**src/rtl/divider_32bu.sv**
```systemverilog
// divider_32bu: 32-bit unsigned restoring divider.
// One quotient bit per clock, fixed 32-cycle latency.
module divider_32bu (
  input  logic        clk,
  input  logic        rst,
  input  logic        start,
  input  logic [31:0] a,
  input  logic [31:0] b,
  output logic [31:0] q,
  output logic [31:0] r,
  output logic        finish,
  output logic        busy,
  output logic        dz
);

  typedef enum logic {
    IDLE,
    RUN
  } state_t;

  state_t state;
  state_t state_nx;

  logic [31:0] dvd;
  logic [31:0] dvs;
  logic [31:0] rem;
  logic [31:0] quo;
  logic [5:0]  cnt;

  logic [32:0] sh;
  logic [32:0] sub;
  logic [31:0] nrem;
  logic [31:0] nquo;
  logic        ge;
  logic        last;
  logic        accept;

  // One restoring step: borrow out of the trial subtract picks the bit
  always_comb begin
    sh     = {rem, dvd[31]};
    sub    = sh - {1'b0, dvs};
    ge     = ~sub[32];
    nrem   = ge ? sub[31:0] : sh[31:0];
    nquo   = {quo[30:0], ge};
    last   = (cnt == 6'd31);
    accept = (state == IDLE) && start;
  end

  // State register
  always_ff @(posedge clk or negedge rst) begin
    if (!rst) begin
      state <= IDLE;
    end else begin
      state <= state_nx;
    end
  end

  // Next-state logic
  always_comb begin
    state_nx = state;
    case (state)
      IDLE:    if (start) state_nx = RUN;
      RUN:     if (last) state_nx = IDLE;
      default: state_nx = IDLE;
    endcase
  end

  // Operand capture, iteration and result publication
  always_ff @(posedge clk or negedge rst) begin
    if (!rst) begin
      dvd    <= '0;
      dvs    <= '0;
      rem    <= '0;
      quo    <= '0;
      cnt    <= '0;
      q      <= '0;
      r      <= '0;
      finish <= 1'b0;
      busy   <= 1'b0;
      dz     <= 1'b0;
    end else if (accept) begin
      dvd    <= a;
      dvs    <= b;
      rem    <= '0;
      quo    <= '0;
      cnt    <= '0;
      finish <= 1'b0;
      busy   <= 1'b1;
      dz     <= 1'b0;
    end else if (state == RUN) begin
      dvd <= {dvd[30:0], 1'b0};
      rem <= nrem;
      quo <= nquo;
      cnt <= cnt + 6'd1;
      if (last) begin
        q      <= nquo;
        r      <= nrem;
        finish <= 1'b1;
        busy   <= 1'b0;
        dz     <= (dvs == 32'd0);
      end
    end
  end

endmodule

```
**config.mk**
```make
export PLATFORM = sky130hd
export DESIGN_NAME = divider_32bu
export DESIGN_NICKNAME = d
export VERILOG_FILES = /design/src/rtl/divider_32bu.sv
export SDC_FILE = /design/constraint.sdc
export NUM_CORES = 1
export LEC_CHECK = 0
export ABC_AREA = 1
export CORE_MARGIN = 2
export CORE_UTILIZATION = 30
export DETAILED_ROUTE_END_ITERATION = 6
export GPL_ROUTABILITY_DRIVEN = 0
export SKIP_CTS_REPAIR_TIMING = 1
export SLEW_MARGIN = 10
export SYNTH_ARGS = -nofsm -noshare
export SYNTH_HDL_FRONTEND = slang
export SYNTH_SLANG_ARGS = --single-unit
```
**constraint.sdc**
```tcl
create_clock -name clk -period 6.35 [get_ports clk]
set_input_delay 1.27 -clock clk [delete_from_list [all_inputs] [get_ports clk]]
set_output_delay 1.27 -clock clk [all_outputs]
set_load 0.05 [all_outputs]
```
Word-level counts from Yosys, hierarchy flattened
Index checks and enable logic that the tools add are counted.
- bits in latches: 0
- memories: 0
- memory bits (writable): 0
- bits of input ports: 67
- output and inout bits: 67
- bits in registers: 201
- ROM bits: 0
- multiplexer cells: 21
- multipliers: 0
- $add $sub $neg: 2
- bitwise operators: 3
- reductions and logical operators: 6
- shifts and indexed selects: 0
- div/mod/pow operators: 0
- $lt $le $gt $ge: 0
- equal/unequal tests: 1
- operators with widths (kind ; number):
    2-to-1 mux 32 bit ; 5
    2-to-1 mux 31 bit ; 2
    subtractor 33 x 32 -> 33 bit ; 1
    zero test 32 bit ; 1
    2-to-1 mux 6 bit ; 2
    2-to-1 mux 1 bit ; 11
    adder 6 x 1 -> 6 bit, second input constant ; 1
    == test 6 x 5 -> 1 bit, second input constant ; 1
    nonzero test 2 bit ; 2
    inverter 1 bit ; 3
    AND reduction 3 bit ; 1
    case mux 1 bit (2 select lines) ; 1
    AND reduction 2 bit ; 1
    logical AND 1 bit ; 1

Longest topological paths before layout
Gate-level depths: netlist of run 1.
- depth after elaboration: 4
- mapped depth: 19
- gate-level depth less buffers: 18

Worst setup path before layout of run 1
No wires, ideal clock.
- path kind: input-to-reg
- start point: input start
- end point: register dvs[12]
- stages on the path: 6
- arrival: 2109 ps
- path buffers: 2
- required time: 6220 ps
- path slack: 4111 ps
- cells stage by stage: nand2_1 -> clkinv_1 -> buf_2 -> buf_1 -> nand2_1 -> o21ai_0
- word-level cells in the longest chain between the ends: 1
- RTL lines (item ; line ; text):
    from (decl) ; 6 ; input logic start,
    logical AND 1 bit ; 46 ; accept = (state == IDLE) && start;
    to (signal assigned) ; 72 ; dvs <= '0;
    to (signal assigned) ; 83 ; dvs <= b;
    to (decl) ; 25 ; logic [31:0] dvs;
Every way passes these cells.
A chain may end at the register's enable or synchronous reset.

Worst setup path after layout of run 1
- start point: register dvd[31]
- end point: register r[24]
- word-level cells in the longest chain between the ends: 2
- RTL lines (item ; line ; text):
    from (decl) ; 24 ; logic [31:0] dvd;
    from (signal assigned) ; 91 ; dvd <= {dvd[30:0], 1'b0};
    subtractor 33 x 32 -> 33 bit ; 41 ; sub = sh - {1'b0, dvs};
    2-to-1 mux 32 bit ; 43 ; nrem = ge ? sub[31:0] : sh[31:0];
    to (signal assigned) ; 97 ; r <= nrem;
    to (decl) ; 10 ; output logic [31:0] r,
Every way passes these cells.

==> results.toml, run 1 <==
[cts]
cts-htree-levels = 1
clock_sinks = 201
clock_insertion_delay_worst_skew_ns = 0.54
cts_root_buf = "clkbuf_16"
cts_tree = "done"
cts_made_buffers = 23
cts-root-to-sink-buffers = 3
worst_setup_hold_path_clk_slew_ns = 0.06

[global_route]
grt_pass1_vias = 9497
gr-usage-all-layers_pct = 15.6
grt_antenna_before_repair = 0
grt_start_max_net_pins = 113
grt-ovfl-total = 0
grt_first_pass_wirelength_um = 48600

[route]
detail_route.vias_per_cell = 4.69
post_drt_wl_per_cell_um = 14.3
route.antenna.remaining_nets = 0
route.final.wire_length_um = 29300
detailed_routing_iteration_count_for_the_pre_antenna_repair_pass = 7
detailroute.via_count = 9588
remaining_drc_errors = 0
initialDrtViolationCount = 561

[cells_and_area]
multi_input_area_mm2 = 0.00477
syn2layout_area_growth_pct = 23.5
utilization_of_the_core_after_routing_pct = 37.7
regArea_mm2 = 0.00503
nNetsFinal = 1670
antennaDiodeCount = 0
nFillCells = 3684
post_route_cells_drive_above_1_share_pct = 4.48

[synthesis]
postSynthRegisterBits = 201
proportion_of_synthesized_flip_flops_having_asynchronous_set_or_reset_pct = 100
synthTopCellsByArea = "dfrtp_1 (46%), nand2_1 (19%), inv_1 (7.8%)"
synthCells = 1457
synth.net_count = 1558
ys_dominant_reg_cell = "dfrtp_1"
netlist.top_cell.by_area = "dfrtp_1"
post-synth-top-area-fraction_pct = 46.2
post_synth_num_cell_types = 42
yosys_warnings = 0
synth.cell_area_mm2 = 0.0109
synth.yosys.seq_area_share_pct = 46.2
count_of_flip_flops_with_a_built_in_enable_after_synthesis = 0
avgSynthCellArea_um2 = 7.47

[worst_setup_path]
worstSetupStartpointType = "register"
worstPathRequired_ns = 6.76
crit_path_end_kind = "register"
path_common_cell = "nand2_1"
logic_depth_of_the_worst_register_to_register_path = 16
slowest_delay_ns = 0.44
critical_path_class = "reg2reg"
cell_chain_of_the_critical_path = "inv_1, ha_1, inv_1, fa_1, nand2_1, nand2_1, nand3_2, nand2_2, nand2_2, nand2_4, nand2_4, nand3_4, nand2_8, nand2_1, nand3_1, nand2_1"
critPathArrivalTime_ns = 3.44
timing.critical_path.slowest_stage_cell = "fa_1"
crit_path_max_fanout = 33

[outcome]
run_status = "finished, final reports clean"

[placed_design]
place_hpwl_um = 20600
port_buffers = 133

[timing]
max_freq_mhz = 330
finalCriticalPeriod_ns = 3.03
finalClockSkew_ns = 0.0146
tightest_slew_ns = 1.17
min_period_over_period_pct = 47.8
rsz0062_at_grt = "false"
timing_max_transition_violations_final = 0
finalSetupViolations = 0
finalHoldViolations = 0
timing.setup.tns_ns = 0
slew_headroom_pct = 21.8

[floorplan]
die_area_mm2 = 0.0378
initial_util_pct = 30.5
die_w_um = 194
placementRows = 69
die-height_um = 194
core_area_mm2 = 0.0357
io_pins = 134

[hold_path]
worst_hold_path_type = "reg2reg"
min_path_cells = 2

[run]
drv_cap = 0
cell usage after synthesis, types with 2 or more instances:
library cell / count
ha_1: 33
o221ai_1: 10
nor2_1: 45
buf_4: 4
nand2_2: 5
and2_1: 8
a21oi_2: 2
clkbuf_1: 31
inv_1: 225
dfrtp_1: 201
a22oi_1: 7
nor3_1: 3
nor4_1: 2
buf_2: 5
nand3b_1: 24
xnor2_1: 14
nand2_1: 563
nand4_1: 19
o22ai_1: 32
inv_2: 4
nand3_1: 91
nand2_4: 4
o211ai_1: 13
buf_1: 11
a21oi_1: 20
o21ai_0: 65
layer usage:
metal	up-vias	part of all wire, %	GRT usage [%]	wire [um]
li1	4798	-	-	-
met1	4537	47	21.0	13800
met2	211	45	25.5	13100
met3	42	5.9	3.23	1740
met4	0	2.1	4.05	615
met5	-	0	0	0
cells in the final DEF, fill, tap and decap left out, types with 2 or more instances in the layout:
cell / count
bufinv_16: 3
a21oi_2: 2
xnor2_1: 14
nand3_1: 90
a22oi_1: 7
nor3_1: 3
nand4_1: 19
clkinv_2: 4
clkbuf_16: 23
o22ai_1: 32
nand2_1: 563
clkinv_4: 2
o211ai_1: 13
nand3b_1: 24
nand3_4: 2
o21ai_0: 65
inv_1: 225
clkdlybuf4s50_1: 132
a21oi_1: 20
ha_1: 33
dfrtp_1: 200
and2_1: 8
nor2_1: 44
nor4_1: 2
clkbuf_8: 5
clkbuf_1: 2
o221ai_1: 10
nand2_2: 5
nand2_4: 4
nor2_4: 2
buf_4: 6
inv_2: 5
path summary, 6_finish.rpt:
path / startpoint / end / slack (ns)
setup / recovery: dvd[31] / r[24] / 3.32
max in group asynchronous: rst / rem[0] / 4.53
hold / removal: busy / busy / 0.48
setup reg to reg: dvd[31] / r[24] / 3.32
min in group asynchronous: rst / r[13] / 0.76
hold reg to reg: busy / busy / 0.48
cell type report:
type,count,area share (%)
well taps,461,4.29
flip-flops and latches,201,37.4
inverters,230,6.43
clock inverters,11,1.15
multi-input cells,973,35.5
repair buffers,140,10.4
clock buffers,29,4.75
flip-flops by register name (all words and copies together), names as in the netlist:
register,count
busy,1
cnt,6
dvd,32
dvs,32
dz,1
finish,1
q,32
quo,31
r,32
rem,32
state,1
per-stage QoR:
stage / instance area (um2) / instances / setup slack (ns) / hold WS, ns
CTS: 13400 / 2045 / 3.23 / 0.483
detailed placement: 12600 / 2005 / 2.76 / 0.462
global route: 13400 / 2045 / 2.95 / 0.504
finish: 13400 / 2045 / 3.32 / 0.476
global placement: 12600 / 2005 / 2.78 / 0.459
floorplan: 10900 / 1457 / 4.11 / 0.450
cell families after synthesis:
group	synth area share, %
and+or+nand+nor	30.0
buffers and inverters	10.1
DFF	46.2
AOI/OAI and AO/OA	8.51
adders and majority gates	3.98
xor gates and xnor gates	1.21
critical path, delay by kind of cell, from the launching register on:
| family | cells | cell delay [ns] |
|---|---|---|
| AND/OR/NAND/NOR | 12 | 1.74 |
| adder cells (fa/ha/maj) | 2 | 0.60 |
| flip-flops | 1 | 0.35 |
| buffers and inverters | 2 | 0.19 |
Power of run 1 is left out: the tool's default activity adds up to more than one toggle a clock period on the data nets, which glitch-free logic cannot reach.
==> inputs of run 2 (changes only) <==
==> constraint.sdc (replaced) <==
create_clock -name clk -period 2.59 [get_ports clk]
set_input_delay 0.518 -clock clk [delete_from_list [all_inputs] [get_ports clk]]
set_output_delay 0.518 -clock clk [all_outputs]
set_load 0.05 [all_outputs]
==> run 2 against run 1 <==
Effect of this change:
- die area stayed put
- sequential share of layout area shrank 0.78 points
- design area rose by 2.1%
- largest cell class unchanged
- non-clock buffer count rose by 18
- critical path depth rose by 1
- via count increased by 0.43%
- routed wire length grew 3.1%
- worst setup slack got worse by 3.1 ns
- the flow now finishes with violations (hold timing)
==> results.toml, run 2 (synthesized netlist as in run 1, its figures left out) <==
[route]
detailed_routing_iteration_count_for_the_pre_antenna_repair_pass = 4
initialDrtViolationCount = 548
post_drt_wl_per_cell_um = 14.6
route.antenna.remaining_nets = 0
detail_route.vias_per_cell = 4.66
remaining_drc_errors = 0
detailroute.via_count = 9629
route.final.wire_length_um = 30200

[global_route]
grt_first_pass_wirelength_um = 49300
gr-usage-all-layers_pct = 15.8
grt_pass1_vias = 9553
grt_start_max_net_pins = 83
grt-ovfl-total = 0
grt_antenna_before_repair = 1

[worst_setup_path]
critical_path_class = "reg2reg"
crit_path_end_kind = "register"
cell_chain_of_the_critical_path = "inv_2, ha_2, inv_2, fa_2, nand2_2, nand2_2, nand3_2, nand2_4, nand2_4, nand2_4, nand2_4, nand3_4, buf_8, nand3_1, nand2_1, nand2_1, nand2_1"
worstSetupStartpointType = "register"
worstPathRequired_ns = 3.01
slowest_delay_ns = 0.39
path_common_cell = "nand2_4"
critPathArrivalTime_ns = 2.84
crit_path_max_fanout = 7
timing.critical_path.slowest_stage_cell = "fa_2"

[timing]
timing_max_transition_violations_final = 0
finalClockSkew_ns = 0.0208
finalCriticalPeriod_ns = 2.42
tightest_slew_ns = 0.613
final.setup.worst_slack_ns = 0.168
max_freq_mhz = 413
finalSetupViolations = 0
finalHoldViolations = 4
final.hold.worst_slack_ns = -0.0118
rsz0062_at_grt = "false"
timing.setup.tns_ns = 0
slew_headroom_pct = 58.8
min_period_over_period_pct = 93.5

[floorplan]
die_w_um = 194
die-height_um = 194
die_area_mm2 = 0.0378
placementRows = 69
initial_util_pct = 30.5
io_pins = 134
core_area_mm2 = 0.0357

[placed_design]
place_worst_setup_slack_ns = 0.132
port_buffers = 133
place_hpwl_um = 21300
dpl-instance-area_mm2 = 0.0128

[cts]
worst_setup_hold_path_clk_slew_ns = 0.06
clock_insertion_delay_worst_skew_ns = 0.54
cts_root_buf = "clkbuf_16"
cts-htree-levels = 1
cts-root-to-sink-buffers = 3
cts_tree = "done"
clock_sinks = 201
cts_made_buffers = 24

[cells_and_area]
mostFrequentLayoutCells = "nand2_1 (561), inv_1 (223), dfrtp_1 (200)"
antennaDiodeCount = 0
final_common_cell = "nand2_1"
final_cell_area_mm2 = 0.0137
nNetsFinal = 1691
nFillCells = 3715
syn2layout_area_growth_pct = 26.1
post_route_cells_drive_above_1_share_pct = 5.97

[outcome]
run_status = "finished, violations left"
failed_checks = "hold timing"

[run]
drv_cap = 0

[hold_path]
worst_hold_path_type = "in2async"
-- run 2: cell count changes in the layout (fill, tap and decap cells not counted), sizes merged --
cell / previous run / this run
buf: 7 / 23
inv: 231 / 230
clkbuf: 30 / 37
clkinvlp: 1 / 2
bufinv: 3 / 1
nand2: 573 / 575
-- run 2: final cells by class --
type                    count  area [um2]  share of cell area (%)
well taps                 461         577                    4.20
inverters                 230         863                    6.29
clock inverters             9         100                   0.729
repair buffers            158        1640                    12.0
clock buffers              34         678                    4.94
multi-input cells         975        4830                    35.2
flip-flops and latches    201        5030                    36.7
-- run 2: through the flow --
step | instances | utilization [%]
finish | 2068 | 38.5
global route | 2068 | 38.5
CTS | 2062 | 38.1
detailed placement | 2019 | 35.9
global placement | 2019 | 35.9
floorplan | 1457 | -
-- run 2: critical path, delay by kind of cell, from the launching register on --
| family | cells | cell delay [ns] |
|---|---|---|
| and+or+nand+nor | 12 | 1.01 |
| adders and majority gates | 2 | 0.55 |
| DFF | 1 | 0.37 |
| buffers and inverters | 3 | 0.34 |
-- run 2: layer usage --
layer / vias to the layer above / GRT usage (%) / share of wire, % / routed length, um
met5: - / 0 / 0.036 / 11
met4: 2 / 3.73 / 2.4 / 715
met3: 49 / 3.18 / 5.9 / 1790
met2: 212 / 26.2 / 45 / 13600
met1: 4524 / 21.1 / 46 / 14000
li1: 4842 / - / - / -
-- run 2: path summary, 6_finish.rpt --
path / startpoint / endpoint / slack, ns / depth (start not counted)
max: dvd[31] / r[27] / 0.17 / 17
max reg2reg: dvd[31] / r[27] / 0.17 / 17
min reg2reg: r[6] / r[6] / 0.48 / 2
max in group asynchronous: rst / quo[17] / 1.94 / 2
min in group clk: r[6] / r[6] / 0.48 / 2
min: rst / dvs[15] / -0.01 / 1
Power of run 2 is left out for the same reason.
==> inputs of run 3 (changes only) <==
--- a/config.mk
+++ b/config.mk
@@ -6,10 +6,12 @@
 export NUM_CORES = 1
 export LEC_CHECK = 0
 export ABC_AREA = 1
-export CORE_MARGIN = 2
-export CORE_UTILIZATION = 30
+export CAP_MARGIN = 20
+export CORE_MARGIN = 4
+export CORE_UTILIZATION = 44
 export DETAILED_ROUTE_END_ITERATION = 6
 export GPL_ROUTABILITY_DRIVEN = 0
+export PLACE_DENSITY = 0.68
 export SKIP_CTS_REPAIR_TIMING = 1
 export SLEW_MARGIN = 10
 export SYNTH_ARGS = -nofsm -noshare
==> run 3 against run 2 <==
Effect of this change:
- the run still ends with hold timing left
- first-iteration DRC count is 20% higher
- sequential share of layout area grew 1.1 points
- non-clock buffer count fell by 5
- clock skew decreased by 0.0044 ns
- critical path type unchanged
- critical endpoint is now r[12]
==> results.toml, run 3 (synthesized netlist as in run 1, its figures left out) <==
[global_route]
grt_pass1_vias = 9477
grt_first_pass_wirelength_um = 45700
gr-usage-all-layers_pct = 20.3
grt_antenna_before_repair = 3
grt_start_max_net_pins = 83
grt-ovfl-total = 0

[route]
detailed_routing_iteration_count_for_the_pre_antenna_repair_pass = 5
initialDrtViolationCount = 657
route.antenna.remaining_nets = 0
post_drt_wl_per_cell_um = 14.3
detail_route.vias_per_cell = 4.97
route.final.wire_length_um = 27300
detailroute.via_count = 9520
remaining_drc_errors = 0

[worst_setup_path]
worst_r2r_endpoint = "r[12]"
critical_path.reg2reg.startpoint = "dvd[31]"
critical_path_class = "reg2reg"
worstPathRequired_ns = 2.98
crit_path_max_fanout = 16
slowest_delay_ns = 0.42
timing.critical_path.slowest_stage_cell = "fa_1"
path_common_cell = "nand2_4"
worstSetupStartpointType = "register"
critPathArrivalTime_ns = 2.85
timing.reg2reg.setup_slack_ns = 0.13
critical_path_cell_count = 17
logic_depth_of_the_worst_register_to_register_path = 17
critical_path.top_delay_family = "simple AND/OR/NAND/NOR gates"
path_buf_inv = 3
crit_path_end_kind = "register"
cell_chain_of_the_critical_path = "inv_1, ha_1, inv_1, fa_1, nand2_1, nand2_1, nand3_2, nand2_2, nand2_2, nand2_4, nand2_4, nand2_4, nand2_4, buf_4, nand3b_1, nand3_1, nand2_1"

[outcome]
failed_checks = "hold timing"
run_status = "finished, violations left"

[cells_and_area]
multi_input_area_mm2 = 0.00477
antennaDiodeCount = 0
nFillCells = 2298
regArea_mm2 = 0.00503
final_cell_area_mm2 = 0.0133
nNetsFinal = 1682
final_common_cell = "nand2_1"
utilization_of_the_core_after_routing_pct = 54.8
syn2layout_area_growth_pct = 22.4
post_route_cells_drive_above_1_share_pct = 4.77
mostFrequentLayoutCells = "nand2_1 (563), inv_1 (225), dfrtp_1 (200)"

[placed_design]
place_hpwl_um = 19900
dpl-instance-area_mm2 = 0.0127
port_buffers = 133

[timing]
min_period_over_period_pct = 95.0
slew_headroom_pct = 60.5
timing_max_transition_violations_final = 0
finalClockSkew_ns = 0.0164
rsz0062_at_grt = "true"
final.hold.worst_slack_ns = -0.00151
max_freq_mhz = 406
timing.setup.tns_ns = 0
tightest_slew_ns = 0.588
finalSetupViolations = 0
finalHoldViolations = 1
finalCriticalPeriod_ns = 2.46

[floorplan]
die_w_um = 165
io_pins = 134
core_area_mm2 = 0.0243
initial_util_pct = 44.8
placementRows = 57
die_area_mm2 = 0.0273
die-height_um = 165

[cts]
cts_made_buffers = 22
cts_root_buf = "clkbuf_16"
cts-root-to-sink-buffers = 3
cts-htree-levels = 1
cts_tree = "done"
clock_sinks = 201
worst_setup_hold_path_clk_slew_ns = 0.06
clock_insertion_delay_worst_skew_ns = 0.51

[hold_path]
worst_hold_path_type = "in2async"

[run]
drv_cap = 0
## run 3: per-stage QoR
stage	std cells	hold WS, ns	setup WS (ns)
after floorplan	1457	0.222	0.377
after global placement	1881	0.457	0.236
after detailed placement	1881	0.466	0.117
after CTS	1916	0.00949	0.119
after global routing	1916	0.0212	-0.0369
final	1916	-0.00151	0.128
## run 3: final cells by class
type                    count  share of cell area [%]
clock buffers              29                    4.48
well taps                 324                    3.04
clock inverters             6                   0.517
inverters                 230                    6.48
repair buffers            153                    11.9
multi-input cells         973                    35.8
flip-flops and latches    201                    37.8
## run 3: routing by layer
metal | vias to the layer above | global-route usage, % | wire, um | part of all wire [%]
met3 | 50 | 4.99 | 1920 | 7.0
met2 | 206 | 33.3 | 12400 | 45
met5 | - | 0 | 40 | 0.15
met1 | 4449 | 27.3 | 12400 | 45
met4 | 6 | 4.73 | 566 | 2.1
li1 | 4809 | - | - | -
## run 3: worst max path at each step
| stage | from | end | slack, ns |
|---|---|---|---|
| after floorplan | dvd[31] | rem[10] | 0.38 |
| after global placement | dvd[31] | r[20] | 0.24 |
| after detailed placement | dvd[31] | rem[17] | 0.12 |
| after CTS | dvd[31] | rem[17] | 0.12 |
| after global routing | dvd[31] | r[16] | -0.04 |
| final | dvd[31] | r[12] | 0.13 |
## run 3: worst reg2reg max path, stage by stage (launching register included)
cell	delay, ns
dfrtp_1	0.37
inv_1	0.08
ha_1	0.14
inv_1	0.07
fa_1	0.42
nand2_1	0.08
nand2_1	0.09
nand3_2	0.09
nand2_2	0.09
nand2_2	0.09
nand2_4	0.06
nand2_4	0.08
nand2_4	0.05
nand2_4	0.09
buf_4	0.25
nand3b_1	0.15
nand3_1	0.11
nand2_1	0.06
Power of run 3 is left out for the same reason.
